### config.mk
export PLATFORM = sky130hd
export DESIGN_NAME = ex_mem_stage_reg
export DESIGN_NICKNAME = d
export VERILOG_FILES = /design/src/rtl/ex_mem_stage_reg.sv
export SDC_FILE = /design/constraint.sdc
export NUM_CORES = 1
export LEC_CHECK = 0
export ABC_AREA = 1
export ABC_CLOCK_PERIOD_IN_PS = 3500
export BUFFER_PORTS_ARGS = -buffer_cell sky130_fd_sc_hd__buf_2
export CAP_MARGIN = 10
export CORE_MARGIN = 4
export CORE_UTILIZATION = 32
export CTS_CLUSTER_SIZE = 16
export DETAILED_ROUTE_END_ITERATION = 7
export SLEW_MARGIN = 40
export SYNTH_ARGS = -nofsm -noshare
export SYNTH_HDL_FRONTEND = slang
export SYNTH_SLANG_ARGS = --single-unit
### constraint.sdc
create_clock -name clk_i -period 3.5 [get_ports clk_i]
set_input_delay 0.175 -clock clk_i [delete_from_list [all_inputs] [get_ports clk_i]]
set_output_delay 0.175 -clock clk_i [all_outputs]
set_load 0.1 [all_outputs]
### src/rtl/ex_mem_stage_reg.sv
// ex_mem_stage_reg: clocked EX/MEM pipeline register with valid/ready handshake.
// Holds a head entry (M) that faces the MEM stage. With SKID=1 it also holds a
// second skid entry (S), which makes in_ready_o a pure flop output.
// MemRead_o/MemWrite_o are gated by the head valid bit. The other head
// data/control outputs show whatever the head flops last held.
// Optional feature: define EX_MEM_FWD_EN to add the fwd_valid_o/fwd_rd_o/fwd_data_o
// outputs that feed the EX forwarding unit.
module ex_mem_stage_reg #(
  parameter int DATA_W = 32,
  parameter int REG_W  = 5,
  parameter bit SKID   = 1'b1
) (
  input  logic              clk_i,
  input  logic              rst_i,
  input  logic              flush_i,
  input  logic              in_valid_i,
  output logic              in_ready_o,
  input  logic [1:0]        WB_i,
  input  logic [1:0]        MEM_i,
  input  logic [DATA_W-1:0] ALUOut_i,
  input  logic [DATA_W-1:0] mux7_i,
  input  logic [REG_W-1:0]  mux8_i,
  output logic              out_valid_o,
  input  logic              out_ready_i,
  output logic [1:0]        WB_o,
  output logic [DATA_W-1:0] ALUOut_o,
  output logic [DATA_W-1:0] mux7_o,
  output logic [REG_W-1:0]  mux8_o,
  output logic              MemRead_o,
`ifdef EX_MEM_FWD_EN
  output logic              MemWrite_o,
  output logic              fwd_valid_o,
  output logic [REG_W-1:0]  fwd_rd_o,
  output logic [DATA_W-1:0] fwd_data_o
`else
  output logic              MemWrite_o
`endif
);

  typedef struct packed {
    logic [1:0]        wb;
    logic [1:0]        mem;
    logic [DATA_W-1:0] alu;
    logic [DATA_W-1:0] st;
    logic [REG_W-1:0]  rd;
  } ent_t;

  ent_t in_ent;
  ent_t m_q, m_d;
  logic m_vld_q, m_vld_d;
  ent_t s_q;
  logic s_vld_q;
  logic accept, deliver;

  assign in_ent  = '{wb: WB_i, mem: MEM_i, alu: ALUOut_i, st: mux7_i, rd: mux8_i};
  assign accept  = in_valid_i & in_ready_o & ~flush_i;
  assign deliver = m_vld_q & out_ready_i;

  // Head next-state: refill from S first (keeps order), then from the input.
  always_comb begin
    m_d     = m_q;
    m_vld_d = m_vld_q;
    if (flush_i) begin
      m_vld_d = 1'b0;
    end else if (!m_vld_q || deliver) begin
      if (s_vld_q) begin
        m_d     = s_q;
        m_vld_d = 1'b1;
      end else if (accept) begin
        m_d     = in_ent;
        m_vld_d = 1'b1;
      end else begin
        m_vld_d = 1'b0;
      end
    end
  end

  // Head entry flops.
  always_ff @(posedge clk_i or negedge rst_i) begin
    if (!rst_i) begin
      m_q     <= '0;
      m_vld_q <= 1'b0;
    end else begin
      m_q     <= m_d;
      m_vld_q <= m_vld_d;
    end
  end

  generate
    if (SKID) begin : g_skid
      ent_t s_d;
      logic s_vld_d;

      // Skid fills only when the head is stuck and an input is accepted;
      // it empties whenever the head moves (its content goes to M).
      always_comb begin
        s_d     = s_q;
        s_vld_d = s_vld_q;
        if (flush_i) begin
          s_vld_d = 1'b0;
        end else if (!m_vld_q || deliver) begin
          s_vld_d = 1'b0;
        end else if (accept) begin
          s_d     = in_ent;
          s_vld_d = 1'b1;
        end
      end

      // Skid entry flops.
      always_ff @(posedge clk_i or negedge rst_i) begin
        if (!rst_i) begin
          s_q     <= '0;
          s_vld_q <= 1'b0;
        end else begin
          s_q     <= s_d;
          s_vld_q <= s_vld_d;
        end
      end

      assign in_ready_o = ~s_vld_q;
    end else begin : g_noskid
      assign s_q        = '0;
      assign s_vld_q    = 1'b0;
      assign in_ready_o = ~m_vld_q | out_ready_i;
    end
  endgenerate

  assign out_valid_o = m_vld_q;
  assign WB_o        = m_q.wb;
  assign ALUOut_o    = m_q.alu;
  assign mux7_o      = m_q.st;
  assign mux8_o      = m_q.rd;
  assign MemRead_o   = m_q.mem[0] & m_vld_q;
  assign MemWrite_o  = m_q.mem[1] & m_vld_q;

`ifdef EX_MEM_FWD_EN
  // Only plain ALU writebacks to a non-zero register can be forwarded from here.
  assign fwd_valid_o = m_vld_q & m_q.wb[0] & ~m_q.wb[1] & (m_q.rd != '0);
  assign fwd_rd_o    = m_q.rd;
  assign fwd_data_o  = m_q.alu;
`endif

endmodule

Word-level counts from Yosys, hierarchy flattened --
Index checks and enable logic that the tools add are counted. Widths: inputs -> output; s select.
Word-level totals: bits in registers 148, input port bits 78, output and inout port bits 75, logic and storage cells 36
Operators by class: muxes and demuxes 9, bitwise logic cells 8, reduce and logical (&&, ||, !) cells 7
Operator list (count):
- $mux 73 | 2
- $mux 1 | 7
- $reduce_and 3->1 | 2
- $and 1x1->1 | 5
- $reduce_bool 2->1 | 2
- $not 1->1 | 3
- $reduce_bool 3->1 | 1
- $logic_not 1->1 | 1
- $logic_or 1x1->1 | 1

Logic depth before layout (Yosys ltp) --
Gate-level depths: netlist of the first run.
depth after elaboration 7, gate-level depth with buffers 7, depth with buffers taken out 5

Least setup slack after synthesis of the first run --
OpenSTA, ideal clock, no wires.
path kind register to register, from reg s_vld_q, to reg m_q, in the netlist ALUOut_o[10], setup time 0.065 ns, arrival time 1.782 ns, data required time 3.435 ns, slack 1.653 ns, stages on the path, launching flop included 7, buffers on the path 1, clock period less this slack 1.847 ns, path through dfrtp_1 > inv_1 > clkbuf_1 > nand2_1 > nand2_1 > nand3_1 > nand2_1
On the way: word-level cells in the longest chain between the ends 5, elaborated cells on any way between the ends 6, classes of those cells mux: 1; bitwise: 3; reduce/logical: 2
RTL lines:
- start: declaration | RTL line 52 | logic s_vld_q;
- start signal: assignment | RTL line 116 | s_vld_q <= s_vld_d;
- $not 1->1 | RTL line 120 | assign in_ready_o = ~s_vld_q;
- via in_ready_o | RTL line 17 | output logic in_ready_o,
- $and 1x1->1 (2 in a row) | RTL line 56 | assign accept = in_valid_i & in_ready_o & ~flush_i;
- $reduce_bool 2->1 (no source line)
- $reduce_and 3->1 (no source line)
- end signal: assignment | RTL line 84 | m_q <= m_d;
- end: declaration | RTL line 49 | ent_t m_q, m_d;
The timed path passes the listed nets, and every way through them passes these cells. A chain may end at the register's enable or synchronous reset.

Worst setup path in the final report of the first run --
from reg s_vld_q, to out in_ready_o
On the way: word-level cells in the longest chain between the ends 1
RTL lines (RTL line):
- $not 1->1 | 120
- end: declaration | 17
Every way passes these cells.

==> metrics list, run 1 <==
- Hold_sp: WB_i[1]
- Setup violations remaining at the end of the flow were counted as 0.
- Cells after synthesis: 959
* Routed wire length: 18.7 mm
- Input and output buffers added on the ports amount to approximately 150.
- The critical path starts at s_vld_q$_DFFE_PN0P_.
- The analysis attributes to cell leakage a power of just under 5 nW.
- Yosys instantiated no cell more often than sky130_fd_sc_hd__nand2_1.
- CP max FO: 74
* Number of violations reported at the end of detailed-routing iteration 0: 330
* Critical path arrival: 2.29 ns
- The tree is rooted in a sky130_fd_sc_hd__clkbuf_16.
- Summing all placed instances gives a cell area of around 7700 um^2.
- Setup_tns: 0 ns
- No sink is reached through more buffers than the 2 on the longest clock path.
- Sequential elements use 50.8% of the synthesized area.
- Net Count, Synth: roughly 1.0k
- Area enclosed by the die boundary: 25300 um^2
- Layout overhead on the synthesized area: 18.5%
- Gates resized, CTS repair: 0
- Once placement completed, the tool counted placed cells totaling 1268.
- The number of endpoints with negative hold slack in the final report was 0.
- Remaining Overflow, GRT: 0
* Highest Clock Rate: 0.405 GHz
* Min Tclk post-route: 2.47 ns
- 0 antenna diodes ended up in the layout.
- CTS tree: yes
- Total standard cell area after synthesis: 7290 um^2
* Top FF cell, synth: sky130_fd_sc_hd__dfrtp_1
* Hold crit path type: in -> reg
- In this run the number of H-tree levels came out at 4.
* Global router's overall resource usage: 15.1%
* Clock-pin transition on the worst setup and hold timing paths: 0.06 ns
- The total area inside the core boundary comes to 22100 um^2.
- Max-cap violations: 0
* Ports: 153
- In this run the remaining antenna-violating nets after routing total 0.
- The count of pins over their slew limit was 0.
- Count of flip-flops with a built-in enable after synthesis: 0
* Main area contributors after synthesis: sky130_fd_sc_hd__dfrtp_1 (51%), sky130_fd_sc_hd__nand2_1 (27%), sky130_fd_sc_hd__nand3_1 (10%)
- Share of flip-flops with an asynchronous set or reset: 100%
* Total number of yosys warnings: 0
* Post-route core utilization: 39.1%
- Average via count per standard cell: roughly 4.6
* Post-route DRC: 0
- The finished cells cover between 8000 and 9000 um^2.
- Std cell rows: 54
- The number of different library cells used by synthesis comes to 11.
- The net count of the finished layout is about 1.1k.
- Final Skew: about 0.0067 ns
- Share of post-route cells with drive strength above 1: 19.4%
- Routability-driven placement finished with a final weighted congestion of between 0.7 and 0.8.
- Total setup buffers inserted after CTS: 0
* Die X: around 160 um
* Initial core utilization: roughly 33%
* Pin count of the biggest net entering global routing: 86
- Crit path kind: reg -> out
- Of all cell types, the one taking the most synthesized area is sky130_fd_sc_hd__dfrtp_1.
* Worst path required time: 3.32 ns
- Number of hold buffers added after CTS: 20
- Setup repair after global routing missed its margin: no
* Antenna violations before repair: 0
- The flow ran to the end, and the final reports show no timing, DRC or antenna violations.
- Vias in the first global route: between 6k and 7k
- The finished layout holds 1321 standard cells, fillers aside.
* Actual transition at the worst max-transition pin: around 0.74 ns
* Flip-flop and latch count after synthesis: 148
- STA classifies the critical path startpoint as a flip-flop.
- Slew Limit Headroom: 50.3%
- Summing internal, switching and leakage power gives 0.00614 W.
- Endpoint class of the critical path: output port
* Later-pin clock latency in the skew report: 0.41 ns
* TritonCTS buffer count: 17
* Clock sink total: approximately 150
- Sum of net half-perimeters after detailed placement: 11.4 mm
- Die Y: approximately 160 um
- Share of the synthesized area in the top cell type: 50.8%
* Number of iterations in the first detailed-routing pass: 5
- First-pass GRT wire length: 31.8 mm
- Via count: between 6k and 7k
- Most common library cells after synthesis: sky130_fd_sc_hd__nand2_1 (516), sky130_fd_sc_hd__dfrtp_1 (148), sky130_fd_sc_hd__nand3_1 (147), sky130_fd_sc_hd__buf_4 (77), sky130_fd_sc_hd__buf_2 (47)
- The worst-case IR drop observed on VDD is 0.282 mV.
- R2R Path Start: s_vld_q$_DFFE_PN0P_
- Wire length per cell: 14.1 um
- For this design the ratio of total power to cell area is 711 nW/um^2.
- Post-route clock period utilization: about 70%
* Post-Synthesis Mean Instance Area: 7.60 um^2
==> cells in the final DEF, fill, tap and decap left out, drive strengths merged <==
master and instances:
nor2 6, dfrtp 148, buf 162, nand2 516
bufinv 6, clkbuf 21, nand3 148, dlygate4sd3 20
clkinv 4, inv 10
==> where the power goes <==
part / switching [W] / total, W / internal (W)
Combinational: 0.00145 / 0.00178 / 0.000325
Sequential: 0.000180 / 0.00224 / 0.00206
Clock: 0.000754 / 0.00212 / 0.00136
Total: 0.00239 / 0.00614 / 0.00375
==> final cells by class <==
cell class | instances | area [um^2]
clock buffers | 20 | 447
fillers | 2312 | 13500
inverters | 8 | 30.0
well taps | 280 | 350
flip-flops and latches | 148 | 3710
multi-input cells | 670 | 2760
clock inverters | 12 | 225
repair buffers | 183 | 1120
==> sequential cells by signal, summed over array words and instances, names as in the netlist <==
| register | cells |
|---|---|
| s_vld_q | 1 |
| ALUOut_o | 32 |
| s_q | 73 |
| m_q | 2 |
| out_valid_o | 1 |
| WB_o | 2 |
| mux8_o | 5 |
| mux7_o | 32 |
==> metrics by stage <==
step	worst slack, ns	hold WS (ns)
floorplan	1.65	-0.121
global placement	1.17	0.296
detailed placement	1.15	0.303
CTS	0.738	0.000177
global route	0.908	0.00828
finish	1.03	0.0166
==> per-layer routing <==
metal / share of wire [%] / routed length (um) / global-route usage, % / vias to the layer above
met3: 4.2 / 779 / 3.21 / 7
met1: 49 / 9110 / 20.6 / 2808
met2: 46 / 8640 / 24.9 / 154
met5: 0 / 0 / 0 / -
li1: - / - / - / 3047
met4: 0.78 / 146 / 3.55 / 0
==> logic make-up after synthesis <==
group / share of synthesized area [%]
flops: 50.8
simple gates: 37.2
buf+inv: 12.0
==> critical path: stages, from the launching register on <==
cell and delay [ns]:
sky130_fd_sc_hd__dfrtp_4 0.67, sky130_fd_sc_hd__inv_2 0.13, sky130_fd_sc_hd__buf_6 0.47, sky130_fd_sc_hd__buf_2 0.54
==> worst paths after layout <==
path	to	slack, ns	cells past startpoint
max in group asynchronous	mux7_o[8]$_DFFE_PN0P_	2.36	3
worst max register to register	mux7_o[30]$_DFFE_PN0P_	1.43	5
worst min-delay path	s_q[72]$_DFFE_PN0P_	0.02	3
worst max-delay path	in_ready_o	1.03	3
min in group asynchronous	ALUOut_o[10]$_DFFE_PN0P_	0.35	2
worst min register to register	s_q[37]$_DFFE_PN0P_	0.47	2
Power figures use the tool's default switching activity.
==> run 2, diff against run 1 <==
Settings changed: ABC_CLOCK_PERIOD_IN_PS 3500 to 2400.
Clock period 3.5 ns to 2.4 ns, I/O delays scaled along.
==> metrics list, run 2 (same netlist as run 1, synthesis figures left out) <==
* Routability congestion estimate from global placement: 0.736 (+2.7%)
- The final worst-path setup slack is 0.457 ns (-0.573 ns).
- Crit path kind: reg -> reg
* Number of H-tree branching levels: 4 (unchanged)
- For this run, the top clock speed supported by timing is 0.515 GHz.
- Setup repair after global routing left no endpoint under its margin.
* Total setup buffers inserted after CTS: 0 (unchanged)
- The setup skew after layout came to 0.00957 ns (+0.00288 ns).
- Part of the power in combinational logic: 30.8% (+1.8 points)
- Sum of net half-perimeters after detailed placement: 11.6 mm (+1.7%)
- The first-pass GRT wire length came to 33.7 mm (+6.1%).
* Post-route DRC: 0 (unchanged)
- The path class of the tightest hold or removal check is in -> reg.
- The number of iterations in the first detailed-routing pass was 5 (unchanged).
- Area after detailed placement: 7770 um^2 (+0.52%)
* Clock-pin transition on the worst setup and hold timing paths: 0.06 ns (about the same)
- The worst-case clock buffer depth came to 2 (unchanged).
* Switch Pwr: 0.00346 W (+45%)
- Cell total after placement: 1273 (+0.39%)
* Via count: 6320 (+5.1%)
- Later-pin clock latency in the skew report: 0.42 ns (about the same)
* Seq. cell area: 3700 um^2 (about the same)
- Routed wire length: 19.6 mm (+4.7%)
* Global router's overall resource usage: 16.1% (+0.96 points)
- Setup slack at placement: 0.436 ns (-0.711 ns)
- Total number of nets in the final design: 1165 (+5.3%)
* Clock root cell: sky130_fd_sc_hd__clkbuf_16
- Share of post-route cells with drive strength above 1: 18.7% (-0.73 points)
- Most common library cell in the layout ignoring fill and taps: sky130_fd_sc_hd__nand2_1
- Non-filler instance count after layout: 1378 (+4.3%)
- STA classifies the critical path endpoint as a flip-flop.
- Number of violations reported at the end of detailed-routing iteration 0: 352 (+6.7%)
- Number of antenna diodes: 0 (unchanged)
* Antenna violations before repair: 0 (unchanged)
* Total of endpoints with negative setup slack in the final report: 0 (unchanged)
- Number of endpoints with negative hold slack in the final report: 0 (unchanged)
- Average via count per standard cell: 4.59 (+0.71%)
- CP max FO: 42 (-43%)
- Share of total power in the clock network: 31.4% (-3.1 points)
* Slew Limit Headroom: 55.4% (+5.1 points)
- The effective utilization at floorplan is 33.0% (unchanged).
* Layout overhead on the synthesized area: 25.1%
- Wire length per cell: 14.2 um (+0.37%)
- The fill cell total of the finished layout is 2222 (-3.9%).
* TritonCTS buffer count: 17 (unchanged)
- Actual transition at the worst max-transition pin: 0.669 ns (-0.0760 ns)
- Remaining Overflow, GRT: 0 (unchanged)
- Post-route core utilization: 41.3% (+2.2 points)
- The design internal power came to 0.00521 W (+39%).
* Register bank with the most flops: s_q
- The floorplan die width came to 159 um (unchanged).
* Ports: 153 (unchanged)
* Min Tclk post-route: 1.94 ns
- The count of clock tree sinks was 148 (unchanged).
- The core area was 22100 um^2 (unchanged).
* Design Area, Final: 9120 um^2 (+5.6%)
* Pin count of the biggest net entering global routing: 74 (-14%)
- The part of the power in registers was 37.8% (+1.3 points).
- Commonest cells after routing, fill and taps aside: sky130_fd_sc_hd__nand2_1 (515), sky130_fd_sc_hd__buf_2 (150), sky130_fd_sc_hd__dfrtp_1 (147)
- The number of cell rows is 54 (unchanged).
* Port-buffer cells: 152 (unchanged)
- Critical path arrival: 2.29 ns (about the same)
- Result of the run: finished, final reports clean
* Die Y: 159 um (unchanged)
* Switching part of the total power: 39.9% (+0.98 points)
- The number of global-route vias before repair came to 6461 (+5.2%).
- The remaining number of nets flagged by the antenna check after routing came to 0 (unchanged).
- Area enclosed by the die boundary: 25300 um^2 (unchanged)
- Setup_tns: 0 ns (unchanged)
* Footprint of the multi-input gates: 2760 um^2 (unchanged)
- Leakage power figure: 5.10 nW (+4.1%)
- The maximum VDD drop was 0.378 mV (+34%).
- TritonCTS built the clock tree.
- Max-cap violations: 0 (unchanged)
- Critical Path Start Type: flip-flop
- Max-slew violation count: 0 (unchanged)
- Worst path required time: 2.75 ns (-0.57 ns)
* Power Dens Cells: 950 nW/um^2 (+34%)
- Number of flip-flops in the largest register: 73 (unchanged)
* Post-route clock period utilization: between 80% and 90%
==> run 2: changes by cell type in the layout (fill, tap and decap cells not counted), sizes merged <==
cell         before  now
clkinvlp          0    3
clkbuf           21   20
buf             162  167
dlygate4sd3      20   75
bufinv            6    3
inv              10    8
==> run 2: area by class of cell <==
class	count	share of cell area [%]
repair buffers	242	18.5
inverters	8	0.329
multi-input cells	670	30.2
flip-flops and latches	148	40.6
clock inverters	10	1.45
well taps	280	3.84
clock buffers	20	5.01
==> run 2: path summary, 6_finish.rpt <==
path                                     start                       to  slack [ns]  cells past startpoint
max                        s_vld_q$_DFFE_PN0P_   mux7_o[15]$_DFFE_PN0P_        0.46                      6
min                                    flush_i  ALUOut_o[9]$_DFFE_PN0P_        0.18                      4
min in group asynchronous                rst_i  ALUOut_o[8]$_DFFE_PN0P_        0.19                      2
max reg2reg                s_vld_q$_DFFE_PN0P_   mux7_o[15]$_DFFE_PN0P_        0.46                      6
min reg2reg                s_q[16]$_DFFE_PN0P_      s_q[16]$_DFFE_PN0P_        0.47                      2
max in group asynchronous                rst_i    mux8_o[3]$_DFFE_PN0P_        1.36                      3
==> run 2: critical path: stages (launching register included) <==
cell	delay [ns]
sky130_fd_sc_hd__dfrtp_2	0.61
sky130_fd_sc_hd__inv_2	0.37
sky130_fd_sc_hd__nand2_1	0.16
sky130_fd_sc_hd__nand3_4	0.09
sky130_fd_sc_hd__buf_4	0.39
sky130_fd_sc_hd__nand2_1	0.12
sky130_fd_sc_hd__nand2_1	0.09
==> run 2: power by group through the flow <==
| stage | Combinational, W | Sequential [W] | Clock, W |
|---|---|---|---|
| floorplan | 0.00240 | 0.00326 | 0 |
| global placement | 0.00257 | 0.00330 | 0 |
| detailed placement | 0.00260 | 0.00331 | 0 |
| CTS | 0.00269 | 0.00327 | 0.00281 |
| global route | 0.00287 | 0.00335 | 0.00289 |
| finish | 0.00267 | 0.00328 | 0.00272 |
==> run 2: through the flow <==
| stage | total power [W] | hold slack (ns) |
|---|---|---|
| 4_1_cts | 0.00877 | 0.165 |
| 5_1_grt | 0.00911 | 0.201 |
| 6_report | 0.00867 | 0.181 |
| 3_5_place_dp | 0.00591 | 0.0833 |
| 2_1_floorplan | 0.00566 | -0.176 |
| 3_3_place_gp | 0.00588 | 0.0790 |
==> run 2: per-layer routing <==
metal	share of wire (%)	up-vias	global-route usage (%)	routed length (um)
met5	0	-	0	0
met4	1.0	0	4.10	202
met3	4.9	16	3.89	954
met2	46	151	25.9	9030
met1	48	2993	21.9	9370
li1	-	3160	-	-
==> run 2: what timing repair did <==
action	in CTS	in global routing
hold buffers	75	0
resized for setup	0	0
hold endpoints to repair	117	0
